$ cat src/rtl/mem_arbiter.sv
// Memory port arbiter: shares one off-chip line port between the I-cache
// (line reads only) and the write-back D-cache (line reads and write-backs).
// One transaction is in flight at a time. The memory strobes are registered,
// and the completion is returned only to the cache that holds the grant.
module mem_arbiter #(
    parameter int ADDR_W = 28,
    parameter int LINE_W = 128,
    parameter int D_PRIO = 0
) (
    input  logic              clk,
    input  logic              proc_reset_n,
    input  logic              i_mem_read,
    input  logic [ADDR_W-1:0] i_mem_addr,
    output logic [LINE_W-1:0] i_mem_rdata,
    output logic              i_mem_ready,
    input  logic              d_mem_read,
    input  logic              d_mem_write,
    input  logic [ADDR_W-1:0] d_mem_addr,
    input  logic [LINE_W-1:0] d_mem_wdata,
    output logic [LINE_W-1:0] d_mem_rdata,
    output logic              d_mem_ready,
    output logic              mem_read,
    output logic              mem_write,
    output logic [ADDR_W-1:0] mem_addr,
    output logic [LINE_W-1:0] mem_wdata,
    input  logic [LINE_W-1:0] mem_rdata,
    input  logic              mem_ready,
    output logic              busy,
    output logic              grant_d
);

    typedef enum logic [1:0] {
        IDLE    = 2'd0,
        SERVE_I = 2'd1,
        SERVE_D = 2'd2
    } state_t;

    state_t              state;
    state_t              state_next;
    logic                last_d;
    logic                last_d_next;
    logic                mem_read_next;
    logic                mem_write_next;
    logic [ADDR_W-1:0]   mem_addr_next;
    logic [LINE_W-1:0]   mem_wdata_next;
    logic                d_req;
    logic                d_wins;

    // The D-cache wants the port for either a line read or a write-back.
    // On a tie it wins under fixed priority, or when the I-cache had the
    // previous grant. last_d resets to 0, so D wins the first tie.
    assign d_req  = d_mem_read | d_mem_write;
    assign d_wins = d_req & (~i_mem_read | (D_PRIO != 0) | ~last_d);

    // State register and registered memory-side strobes, address and data
    always_ff @(posedge clk) begin
        if (!proc_reset_n) begin
            state     <= IDLE;
            last_d    <= 1'b0;
            mem_read  <= 1'b0;
            mem_write <= 1'b0;
            mem_addr  <= '0;
            mem_wdata <= '0;
        end else begin
            state     <= state_next;
            last_d    <= last_d_next;
            mem_read  <= mem_read_next;
            mem_write <= mem_write_next;
            mem_addr  <= mem_addr_next;
            mem_wdata <= mem_wdata_next;
        end
    end

    // Next-state logic: grant from IDLE and latch the winner's request.
    // Hold everything while serving. Drop the strobes on memory completion.
    always_comb begin
        state_next     = state;
        last_d_next    = last_d;
        mem_read_next  = mem_read;
        mem_write_next = mem_write;
        mem_addr_next  = mem_addr;
        mem_wdata_next = mem_wdata;
        case (state)
            IDLE: begin
                if (d_wins) begin
                    state_next     = SERVE_D;
                    last_d_next    = 1'b1;
                    mem_addr_next  = d_mem_addr;
                    mem_write_next = d_mem_write;
                    mem_read_next  = d_mem_read & ~d_mem_write;
                    mem_wdata_next = d_mem_wdata;
                end else if (i_mem_read) begin
                    state_next     = SERVE_I;
                    last_d_next    = 1'b0;
                    mem_addr_next  = i_mem_addr;
                    mem_read_next  = 1'b1;
                    mem_write_next = 1'b0;
                end else begin
                    mem_read_next  = 1'b0;
                    mem_write_next = 1'b0;
                end
            end
            SERVE_I, SERVE_D: begin
                if (mem_ready) begin
                    state_next     = IDLE;
                    mem_read_next  = 1'b0;
                    mem_write_next = 1'b0;
                end
            end
            default: begin
                state_next     = IDLE;
                mem_read_next  = 1'b0;
                mem_write_next = 1'b0;
            end
        endcase
    end

    // Status flags. Both read-data buses carry the memory data as-is, and
    // only the granted ready qualifies it. The ready is also gated by reset,
    // so an abandoned transaction never completes.
    assign busy        = (state != IDLE);
    assign grant_d     = (state == SERVE_D);
    assign i_mem_ready = (state == SERVE_I) & mem_ready & proc_reset_n;
    assign d_mem_ready = (state == SERVE_D) & mem_ready & proc_reset_n;
    assign i_mem_rdata = mem_rdata;
    assign d_mem_rdata = mem_rdata;

endmodule

$ cat config.mk
export PLATFORM = sky130hd
export DESIGN_NAME = mem_arbiter
export DESIGN_NICKNAME = d
export VERILOG_FILES = /design/src/rtl/mem_arbiter.sv
export SDC_FILE = /design/constraint.sdc
export NUM_CORES = 1
export LEC_CHECK = 0
export ABC_AREA = 0
export ABC_CLOCK_PERIOD_IN_PS = 2000
export CORE_AREA = 4 4 284 286
export CTS_CLUSTER_SIZE = 10
export DETAILED_ROUTE_END_ITERATION = 10
export DIE_AREA = 0 0 288 290
export PLACE_DENSITY_LB_ADDON = 0.1
export RECOVER_POWER = 50
export SLEW_MARGIN = 20
export SYNTH_ARGS = -nofsm -noshare
export SYNTH_HDL_FRONTEND = slang
export SYNTH_SLANG_ARGS = --single-unit
$ cat constraint.sdc
create_clock -name clk -period 2 [get_ports clk]
set_clock_uncertainty 0.15 [all_clocks]
set_input_delay 0.4 -clock clk [delete_from_list [all_inputs] [get_ports clk]]
set_output_delay 0.4 -clock clk [all_outputs]
set_load 0.01 [all_outputs]
* Word level (Yosys, flattened, before mapping)
Index checks and enable logic that the tools add are counted.
** Word-level totals
- Output and inout bits :: 418
- Input bits :: 318
- Flip-flop bits (word level) :: 161
- Word-level logic and storage cells :: 42
** Cells by class
- Reductions and logical operators :: 7
- Bitwise logic cells :: 11
- Equal/unequal tests :: 4
- Muxes and demuxes :: 14
** Operators by type and width (number)
- 28-bit two-way mux :: 2
- 1-bit bitwise AND :: 6
- 1-bit two-way mux :: 6
- 2-bit two-way mux :: 3
- 2-bit AND reduction :: 3
- 1-bit one-hot mux with 2 select lines :: 2
- 2-bit one-hot mux with 2 select lines :: 1
- 2-bit nonzero test :: 2
- 3-bit inequality test (second input constant) :: 1
- 1-bit inverter :: 3
- 2-bit by 1-bit equality test with 1-bit output (second input constant) :: 1
- 2-bit equality test (second input constant) :: 1
- 2-bit logical NOT :: 1
- 2-bit inequality test (second input constant) :: 1
- 1-bit OR :: 2
- 2-bit OR reduction :: 1

* Longest topological paths before layout
Gate-level depths: netlist of run 1.
- Depth in word-level cells :: 5
- Gate-level depth with buffers :: 7
- Depth with buffers taken out :: 5

* Worst setup path before layout of run 1
OpenSTA, ideal clock, no wires.
- Path kind :: reg-to-reg
- Start :: reg state[0]
- End :: reg mem_wdata[100]
- Cell stages (with the launch flop) :: 8
- Setup slack :: 463 ps
- Required time :: 1732 ps
- Arrival :: 1269 ps
- Setup time :: 118 ps
- Period minus slack after synthesis :: 1537 ps
- Path through :: dfxtp_1 inv_1 ha_1 a21bo_2 buf_4 buf_2 o21ai_1 a21boi_1
** On the way
- Longest elaborated chain between the ends :: 2
** RTL lines
- start, declared :: RTL line 38 : state_t state;
- start signal, assigned :: RTL line 65 : state <= state_next;
- 2-bit logical NOT :: RTL line 83 : case (state)
- 2-bit AND reduction (no line)
- end signal, assigned :: RTL line 70 : mem_wdata <= mem_wdata_next;
- end, declared :: RTL line 25 : output logic [LINE_W-1:0] mem_wdata,
No other way between the ends.
A chain may end at the register's enable or synchronous reset.

* Worst setup path after layout of run 1
- Start :: reg mem_wdata[29]
- End :: out mem_wdata[29]
No word-level cell between the ends.

==> results.cfg, run 1 <==
[cts]
clock_tree.root_cell = clkbuf_16
htree_levels = 4
cts_tree = done
insertion_delay_ns = 0.48
clk_path_buf_depth = 2
clk_pin_slew_ns = 0.08
hold_buffers = 0
cts_buffers = 17
cts.sinks = 161

[finish]
final_common_cell = clkdlybuf4s50_1
finalInstanceArea_sq_mm = 0.0126
seq_area_sq_mm = 0.00323
layout_common_cells = clkdlybuf4s50_1, dfxtp_1, nand3_1
multi_input_area_sq_mm = 0.00307
area_delta_synth_final_pct = 46.9
drive_above_1_share_pct = 11.1
fin_nets = 1458
fill_cells = 8991

[sta]
maxSlewViolCount = 0
setup_violations = 0
hold_violations = 0
timing.hold.ws_ns = 0.210
finalCritPeriodShare_pct = 96.5
worstMarginPinSlew_ns = 0.492
max_freq_mhz = 518
rsz0062_at_grt = no
period_minus_slack_ns = 1.93
tns_ns = 0
slew-limit-headroom_pct = 66.8

[setup_path]
r2r_setup_slack_ns = 0.18
crit_path_start_kind = flip-flop
cp.arrival_ns = 1.38
crit_family = buffers and inverters
r2r-end = mem_wdata[124]$_SDFFE_PN0P_
r2r_start = state[1]$_SDFFE_PN0P_
critical-path-slowest-cell = clkdlybuf4s50_1
max_stage_delay_ns = 0.55
reg2reg_depth = 8
path_max_fanout = 2
cp_num_buf_inv = 1
setup.worst_path.end_class = output pin
required_ns = 1.45
worstSetupPathType = flip-flop to output pin
crit_chain = clkdlybuf4s50_1

[grt]
grt_max_degree = 83
grt_use_total_pct = 9.17
grt_overflow = 0
antenna_found_initial = 7
grt_pass1_vias = 7666
grt_pass1_wl_microns = 56300

[logic_synthesis]
synth_adder_area_share_pct = 0.438
synth_top_family_by_area = buffers and inverters
syn-mean-instance-area_sq_um = 8.29
syn_nets = 1355
synthMuxAreaShare_pct = 0
synth_top_area_share_pct = 37.6
synth_compound_area_share_pct = 23.5
syn-cell-area_sq_mm = 0.00857
ys_warn_count = 0
ys_ff_latch = 161
yosys.area_share.simple_pct = 10.9
netlist_instances = 1034
ys_types = 29
synth_seq_area_share_pct = 37.6
synth_top_area_cell = dfxtp_1
synth.area.top_cells = dfxtp_1, buf_4, a21boi_1, nand3_1, o21ai_1
synth_xor_area_share_pct = 0

[hold_path]
worstHoldPathType = input pin to flip-flop
min_path_cells = 3
min_to = last_d$_SDFFE_PN0P_
worstHoldStart = proc_reset_n

[detailed_routing]
drtIter0Drc = 299
postRouteWirelength_microns = 39400
avgRoutedWirePerCell_microns = 17.9
firstDrtPassIters = 4
drc_errors = 0
via_per_inst = 3.34
dr_total_vias = 7355
ant_nets = 0

[place]
dpl.hpwl_microns = 29100
place_area_sq_mm = 0.0120
routabilityCongestion = 0.686
portBuffers = 351

[power]
peakVddDrop_uv = 447
power.leakage_uw = 0.00475
power.density_mw_per_mm2 = 889

[die]
fp.dieW_microns = 288
rows = 103
core-area_sq_mm = 0.0784
start_util_pct = 10.9
die_h_microns = 290
ios = 736
die-area_sq_mm = 0.0835

[run]
drv_cap = 0

[outcome]
status = finished, final reports clean
[area by class of cell]
class,count,share of cell area (%)
Tap cell,1050,10.4
Multi-Input combinational cell,526,24.4
Antenna cell,4,0.0795
Inverter,4,0.139
Clock inverter,15,1.54
Timing Repair Buffer,427,34.4
Sequential cell,161,25.7
Clock buffer,17,3.38
[logic make-up (layout without fill, tap and decap cells)]
kind of cell / after synthesis / count (layout)
buf+inv: 347 / 463
fa+ha+maj: 3 / 3
simple gates: 199 / 199
compound gates: 324 / 324
other cells: 0 / 4
flops: 161 / 161
[metrics by stage]
stage	power, uW	worst slack (ns)	utilization, %	cells
after global placement	7870	-0.321	15.4	2167
final	11200	0.0696	16.1	2204
after detailed placement	7840	-0.297	15.4	2167
after floorplan	5930	0.463	-	1034
after global routing	11900	0.0000788	16.0	2200
after CTS	11600	-0.00637	16.1	2200
[metal layers]
layer / up-vias / routed length [microns] / share of wire [%] / global-route usage [%]
met3: 86 / 5100 / 13 / 5.88
li1: 3513 / - / - / -
met1: 3340 / 16400 / 42 / 10.5
met2: 410 / 16700 / 42 / 13.5
met5: - / 42 / 0.11 / 0.116
met4: 6 / 1210 / 3.1 / 3.85
[synthesized netlist by cell type (all sizes together)]
| master | instances |
|---|---|
| nor2b | 1 |
| o2bb2ai | 1 |
| o31a | 1 |
| and3 | 3 |
| a2bb2oi | 1 |
| buf | 308 |
| nand3 | 131 |
| o21ai | 158 |
| or2 | 1 |
| ha | 3 |
| dfxtp | 161 |
| a21bo | 1 |
| a41o | 1 |
| nor4b | 1 |
| a31oi | 28 |
| and2 | 1 |
| o22ai | 1 |
| a21boi | 132 |
| nor2 | 1 |
| nand2b | 1 |
| clkbuf | 35 |
| nand2 | 59 |
| inv | 4 |
[state kept, by name (all words and copies together) (netlist names)]
register / flops
mem_wdata: 128
mem_addr: 28
state: 2
last_d: 1
mem_read: 1
mem_write: 1
[report_power, final]
group | leakage, uW | internal (uW) | switching (uW)
logic | 0.00312 | 1800 | 1830
registers | 0.00133 | 3650 | 207
clock network | 0.000296 | 1910 | 1800
total | 0.00475 | 7350 | 3840
[repair_timing]
| action | CTS | global route |
|---|---|---|
| setup buffers | 1 | 0 |
| hold endpoints to repair | 0 | 0 |
| setup endpoints to repair | 90 | 11 |
| pin swaps | 1 | 0 |
| resized for setup | 114 | 11 |
[worst max-delay path by stage]
stage | from | endpoint | slack, ns | depth (start not counted)
after global routing | mem_wdata[56]$_SDFFE_PN0P_ | mem_wdata[56] | 0.00008 | 1
final | mem_wdata[29]$_SDFFE_PN0P_ | mem_wdata[29] | 0.07 | 1
after detailed placement | d_mem_write | state[1]$_SDFFE_PN0P_ | -0.30 | 6
after floorplan | state[0]$_SDFFE_PN0P_ | mem_wdata[100]$_SDFFE_PN0P_ | 0.46 | 7
after global placement | d_mem_write | state[1]$_SDFFE_PN0P_ | -0.32 | 6
after CTS | state[0]$_SDFFE_PN0P_ | d_mem_ready | -0.006 | 4
No activity file was read; power rests on OpenSTA's default activity.
==> run 2: changes to the inputs <==
--- a/config.mk
+++ b/config.mk
@@ -6,11 +6,12 @@
 export NUM_CORES = 1
 export LEC_CHECK = 0
 export ABC_AREA = 0
-export ABC_CLOCK_PERIOD_IN_PS = 2000
-export CORE_AREA = 4 4 284 286
+export ABC_CLOCK_PERIOD_IN_PS = 2440
+export CORE_AREA = 4 4 288 290
 export CTS_CLUSTER_SIZE = 10
 export DETAILED_ROUTE_END_ITERATION = 10
-export DIE_AREA = 0 0 288 290
+export DIE_AREA = 0 0 292 294
+export MAX_ROUTING_LAYER = met4
 export PLACE_DENSITY_LB_ADDON = 0.1
 export RECOVER_POWER = 50
 export SLEW_MARGIN = 20
==> constraint.sdc (replaced) <==
create_clock -name clk -period 2.44 [get_ports clk]
set_clock_uncertainty 0.15 [all_clocks]
set_input_delay 0.488 -clock clk [delete_from_list [all_inputs] [get_ports clk]]
set_output_delay 0.488 -clock clk [all_outputs]
set_load 0.01 [all_outputs]
==> run 2 against run 1 <==
Non-clock buffer count shrank 38; utilization shrank 0.82 points; hold slack gained 0.11 ns; setup slack gained 0.079 ns; sequential cell count is the same; wire length grew 1.6%; design area shrank 2.8%; die area grew 2.8%; cell count shrank 1.0%; register-to-register slack gained 0.03 ns; global-route usage grew 0.21 points; critical endpoint is now d_mem_ready; largest power group unchanged.
==> results.cfg, run 2 (same netlist as run 1, synthesis figures left out) <==
[power]
switching_share_pct = 33.4
power_frac_comb_pct = 31.4
p_clk_share_pct = 33.7
peakVddDrop_uv = 429
power.density_mw_per_mm2 = 743
p_int_uw = 6060
p_switching_uw = 3030
p_seq_share_pct = 34.8
power.leakage_uw = 0.00420

[sta]
period_minus_slack_ns = 2.29
timing.hold.ws_ns = 0.324
max_freq_mhz = 436
worstMarginPinSlew_ns = 0.744
setup_violations = 0
tns_ns = 0
hold_violations = 0
finalCritPeriodShare_pct = 93.9
maxSlewViolCount = 0
rsz0062_at_grt = no
slew-limit-headroom_pct = 50.4

[cts]
clock_tree.root_cell = clkbuf_16
clk_path_buf_depth = 2
insertion_delay_ns = 0.48
cts.sinks = 161
cts_buffers = 17
htree_levels = 4
cts_tree = done
cts_setup_buffers = 0
hold_buffers = 0
clk_pin_slew_ns = 0.08

[setup_path]
path_max_fanout = 3
cp.arrival_ns = 1.65
required_ns = 1.80
r2r_start = state[0]$_SDFFE_PN0P_
crit_path_start_kind = flip-flop
worstSetupPathType = flip-flop to output pin
r2r-end = mem_wdata[5]$_SDFFE_PN0P_
crit_start = state[0]$_SDFFE_PN0P_
r2r_setup_slack_ns = 0.21
reg2reg_depth = 7
setup.worst_path.end_class = output pin

[finish]
seq_area_sq_mm = 0.00322
largest_register_ffs = 128
finalInstanceArea_sq_mm = 0.0122
drive_above_1_share_pct = 6.83
area_delta_synth_final_pct = 42.8
regMostFlops = mem_wdata
final_cells = 2182
fin_util_pct = 15.2
fill_cells = 9088
multi_input_area_sq_mm = 0.00302
layout_common_cells = clkdlybuf4s50_1, dfxtp_1, nand3_1
fin_nets = 1420
reg_top3 = mem_wdata x128, mem_addr x28, state x2
final_common_cell = clkdlybuf4s50_1

[place]
place_area_sq_mm = 0.0116
dpl.hpwl_microns = 28600
dp_cells = 2140
routabilityCongestion = 0.702
portBuffers = 351

[run]
drv_cap = 0

[grt]
grt_max_degree = 122
grt_pass1_vias = 7613
grtUsageMet1_pct = 10.6
antenna_found_initial = 10
grt_pass1_wl_microns = 56900
grt_use_met3_pct = 5.58
grt_use_total_pct = 9.38
gr-max-usage-layer = met2
grt_overflow = 0
grt_use_met2_pct = 13.3

[detailed_routing]
dr_total_vias = 7305
avgRoutedWirePerCell_microns = 18.4
via_per_inst = 3.35
postRouteWirelength_microns = 40000
drc_errors = 0
drtIter0Drc = 152
firstDrtPassIters = 4
ant_nets = 0

[outcome]
status = finished, final reports clean

[hold_path]
worstHoldStart = mem_wdata[84]$_SDFFE_PN0P_
worstHoldPathType = flip-flop to flip-flop
min_path_cells = 2
min_to = mem_wdata[84]$_SDFFE_PN0P_

[die]
die_h_microns = 294
rows = 104
fp.dieW_microns = 292
start_util_pct = 10.7
ios = 736
core-area_sq_mm = 0.0803
die-area_sq_mm = 0.0858
run 2: what timing repair did:
item                                   CTS  global route
setup endpoints to repair                3             0
endpoints found under the hold margin    0             0
gates resized for setup                  3             0
run 2: per-layer routing:
| metal | routed length, microns | vias to the layer above |
|---|---|---|
| li1 | - | 3433 |
| met1 | 16900 | 3397 |
| met2 | 17100 | 398 |
| met3 | 4740 | 77 |
| met4 | 1290 | 0 |
| met5 | 0 | - |
run 2: metrics by stage:
stage	power (uW)	setup slack, ns
2_1_floorplan	4860	0.854
3_3_place_gp	6260	0.0275
3_5_place_dp	6250	-0.00726
4_1_cts	9510	0.0744
5_1_grt	9680	0.0443
6_report	9090	0.149
run 2: worst max-delay path by stage:
| stage | to | slack, ns | depth (start not counted) |
|---|---|---|---|
| 2_1_floorplan | mem_read$_SDFFE_PN0P_ | 0.85 | 4 |
| 3_3_place_gp | d_mem_ready | 0.03 | 3 |
| 3_5_place_dp | d_mem_ready | -0.007 | 3 |
| 4_1_cts | busy | 0.07 | 4 |
| 5_1_grt | d_mem_ready | 0.04 | 4 |
| 6_report | d_mem_ready | 0.15 | 4 |
run 2: area by class of cell:
type / count / share of cell area [%]
Timing Repair Buffer: 389 / 32.7
Multi-Input combinational cell: 526 / 24.6
Tap cell: 1060 / 10.8
Clock inverter: 13 / 1.41
Inverter: 4 / 0.123
Clock buffer: 19 / 3.70
Sequential cell: 161 / 26.3
Antenna cell: 10 / 0.204
run 2: worst max-delay path, cell delays in order (launching register included):
cell	delay [ns]
dfxtp_1	0.36
inv_1	0.07
ha_1	0.23
and3_1	0.22
dlygate4sd2_1	0.29
run 2: power groups by stage:
stage	Clock (uW)	Sequential [uW]	Combinational [uW]
floorplan	0	3370	1490
global route	3340	3220	3120
global placement	0	3220	3040
detailed placement	0	3230	3020
finish	3070	3170	2860
CTS	3300	3180	3030
==> RTL change, RTL diff (config.mk and constraints of run 2) <==
`mem_addr` no longer has a reset.
--- a/src/rtl/mem_arbiter.sv
+++ b/src/rtl/mem_arbiter.sv
@@ -60,5 +60,4 @@
             mem_read  <= 1'b0;
             mem_write <= 1'b0;
-            mem_addr  <= '0;
             mem_wdata <= '0;
         end else begin
@@ -67,7 +66,10 @@
             mem_read  <= mem_read_next;
             mem_write <= mem_write_next;
-            mem_addr  <= mem_addr_next;
             mem_wdata <= mem_wdata_next;
         end
+    end
+
+    always_ff @(posedge clk) begin
+        mem_addr <= mem_addr_next;
     end
 
Function: changed (a bounded check fails within 4 cycles, from zero or initial values and one cycle with proc_reset_n low).
==> RTL change against run 2 <==
  * Clock power decreased by 5%
  * Sequential cell count unchanged
  * Area after synthesis increased by 0.39%
  * Cell area decreased by 1.6%
  * Power decreased by 0.81%
  * Combinational power decreased by 5%
  * Non-clock buffer count decreased by 13
  * Worst setup slack improved by 35 ps
  * Wire length decreased by 19%
==> RTL change: results (changes against run 2) <==
stage	metric	value	unit	change
route	first_pass_iters	4		unchanged
placement	place_hpwl	24.7	mm	-14%
clock_network	root_buffer	clkbuf_16		
global_route	grt_max_degree	101		-17%
setup_path	r2r-start	state[0]$_SDFFE_PN0P_		
global_route	grt_pass1_vias	6575		-14%
route	first_iter_violations	127		-16%
outcome	outcome	complete, no violations		
placement	post_dp_cell_area	11500	sq um	-1.3%
cells_and_area	nets	1319		-7.1%
sta	tightestPinTransition	794	ps	+50.4 ps
global_route	grt_usage	7.59	%	-1.8 points
setup_path	arrival	2210	ps	+560 ps
logic_synthesis	netlist-cell-type-count	28		-3.4%
logic_synthesis	ys_seq_area_share	40.7	%	+3.1 points
clock_network	postCtsSetupRepairBufs	0		unchanged
logic_synthesis	synthTopCellsByArea	dfxtp_1 (31%), buf_4 (23%), mux2i_1 (15%)		
global_route	antenna_found_initial	2		-8
placement	place.gp.congestion	0.658		-6.4%
clock_network	path_clk_slew	80	ps	about the same
setup_path	cp_max_fo	13		+10
cells_and_area	largestRegisters	mem_wdata (128), mem_addr (28), state (2)		
logic_synthesis	yosysMostFrequentCell	nand2_1		
logic_synthesis	synthCells	905		-12%
clock_network	cts_made_buffers	17		unchanged
clock_network	cts_buffer_depth	2		unchanged
logic_synthesis	synth_commonest_cells	nand2_1 (261), buf_4 (259), dfxtp_1 (133)		
route	viasPerCell	2.90		-14%
logic_synthesis	synthFlopType	dfxtp_1		
sta	setup_slack	184	ps	+35.0 ps
route	avgRoutedWirePerCell	15.6	microns	-15%
route	wirelength	32.4	mm	-19%
global_route	grt_pass1_wl	46.1	mm	-19%
logic_synthesis	synthArstFlopShare	0	%	unchanged
placement	numPortBuffers	351		unchanged
logic_synthesis	synth_edf_count	28		+28
cells_and_area	drive_gt1_share	7.22	%	+0.39 points
placement	dp_slack	53.2	ps	+60.5 ps
setup_path	startpoint	i_mem_read		
clock_network	htreeDepth	4		unchanged
logic_synthesis	synth_warnings	0		unchanged
logic_synthesis	syn-num-nets	1226		-9.5%
min_path	hold_start	proc_reset_n		
pwr	vdd_drop_max	414	uV	-3.6%
clock_network	worstSkewPairLatency	460	ps	-20 ps
min_path	hold_path_class	input pin to register		
placement	dp_cells	2039		-4.7%
pwr	leakage	4.51	nW	+7.3%
==> RTL change: layout make-up <==
type                    instances  area [sq um]
multi-input cells             438          2760
repair buffers                376          3830
inverters                       4          15.0
fillers                      9022         68200
clock buffers                  17           425
diodes                          3          7.51
clock inverters                15           169
well taps                    1060          1330
flip-flops and latches        161          3500
==> RTL change: final timing paths <==
check	cells past startpoint	slack (ps)	endpoint
hold / removal	3	210	mem_wdata[16]$_SDFFE_PN0P_
hold reg to reg	2	310	mem_wdata[26]$_SDFFE_PN0P_
setup / recovery	3	180	mem_addr[24]$_DFFE_PP_
setup reg to reg	4	240	mem_addr[24]$_DFFE_PP_
==> RTL change: power breakdown <==
| part | leakage (nW) | internal [W] | switching, W |
|---|---|---|---|
| logic | 2.84 | 0.00153 | 0.00119 |
| registers | 1.38 | 0.00316 | 0.000202 |
| clock network | 0.293 | 0.00154 | 0.00138 |
==> RTL change: critical path, stage by stage <==
cell	delay (ps)
dlygate4sd3_1	730
o31a_1	340
clkbuf_1	640
==> RTL change: routing by layer <==
| metal | global-route usage [%] | share of wire, % | up-vias |
|---|---|---|---|
| met2 | 11.7 | 47 | 355 |
| li1 | - | - | 2850 |
| met5 | - | 0 | - |
| met4 | 3.72 | 3.9 | 0 |
| met1 | 7.77 | 38 | 2688 |
| met3 | 4.29 | 11 | 112 |
==> RTL change: kinds of logic (layout without fill, tap and decap cells) <==
logic type / Yosys count / in the layout / synth area share (%)
mux: 156 / 156 / 18.6
other cells: 0 / 3 / 0
fa+ha+maj: 3 / 3 / 0.436
simple gates: 268 / 268 / 11.9
buf+inv: 306 / 412 / 27.3
flops: 161 / 161 / 40.7
compound gates: 11 / 11 / 1.12
==> RTL change: what timing repair did <==
item	in CTS	in global routing
resized for setup	6	2
gates cloned	0	0
endpoints found under the setup margin	4	2
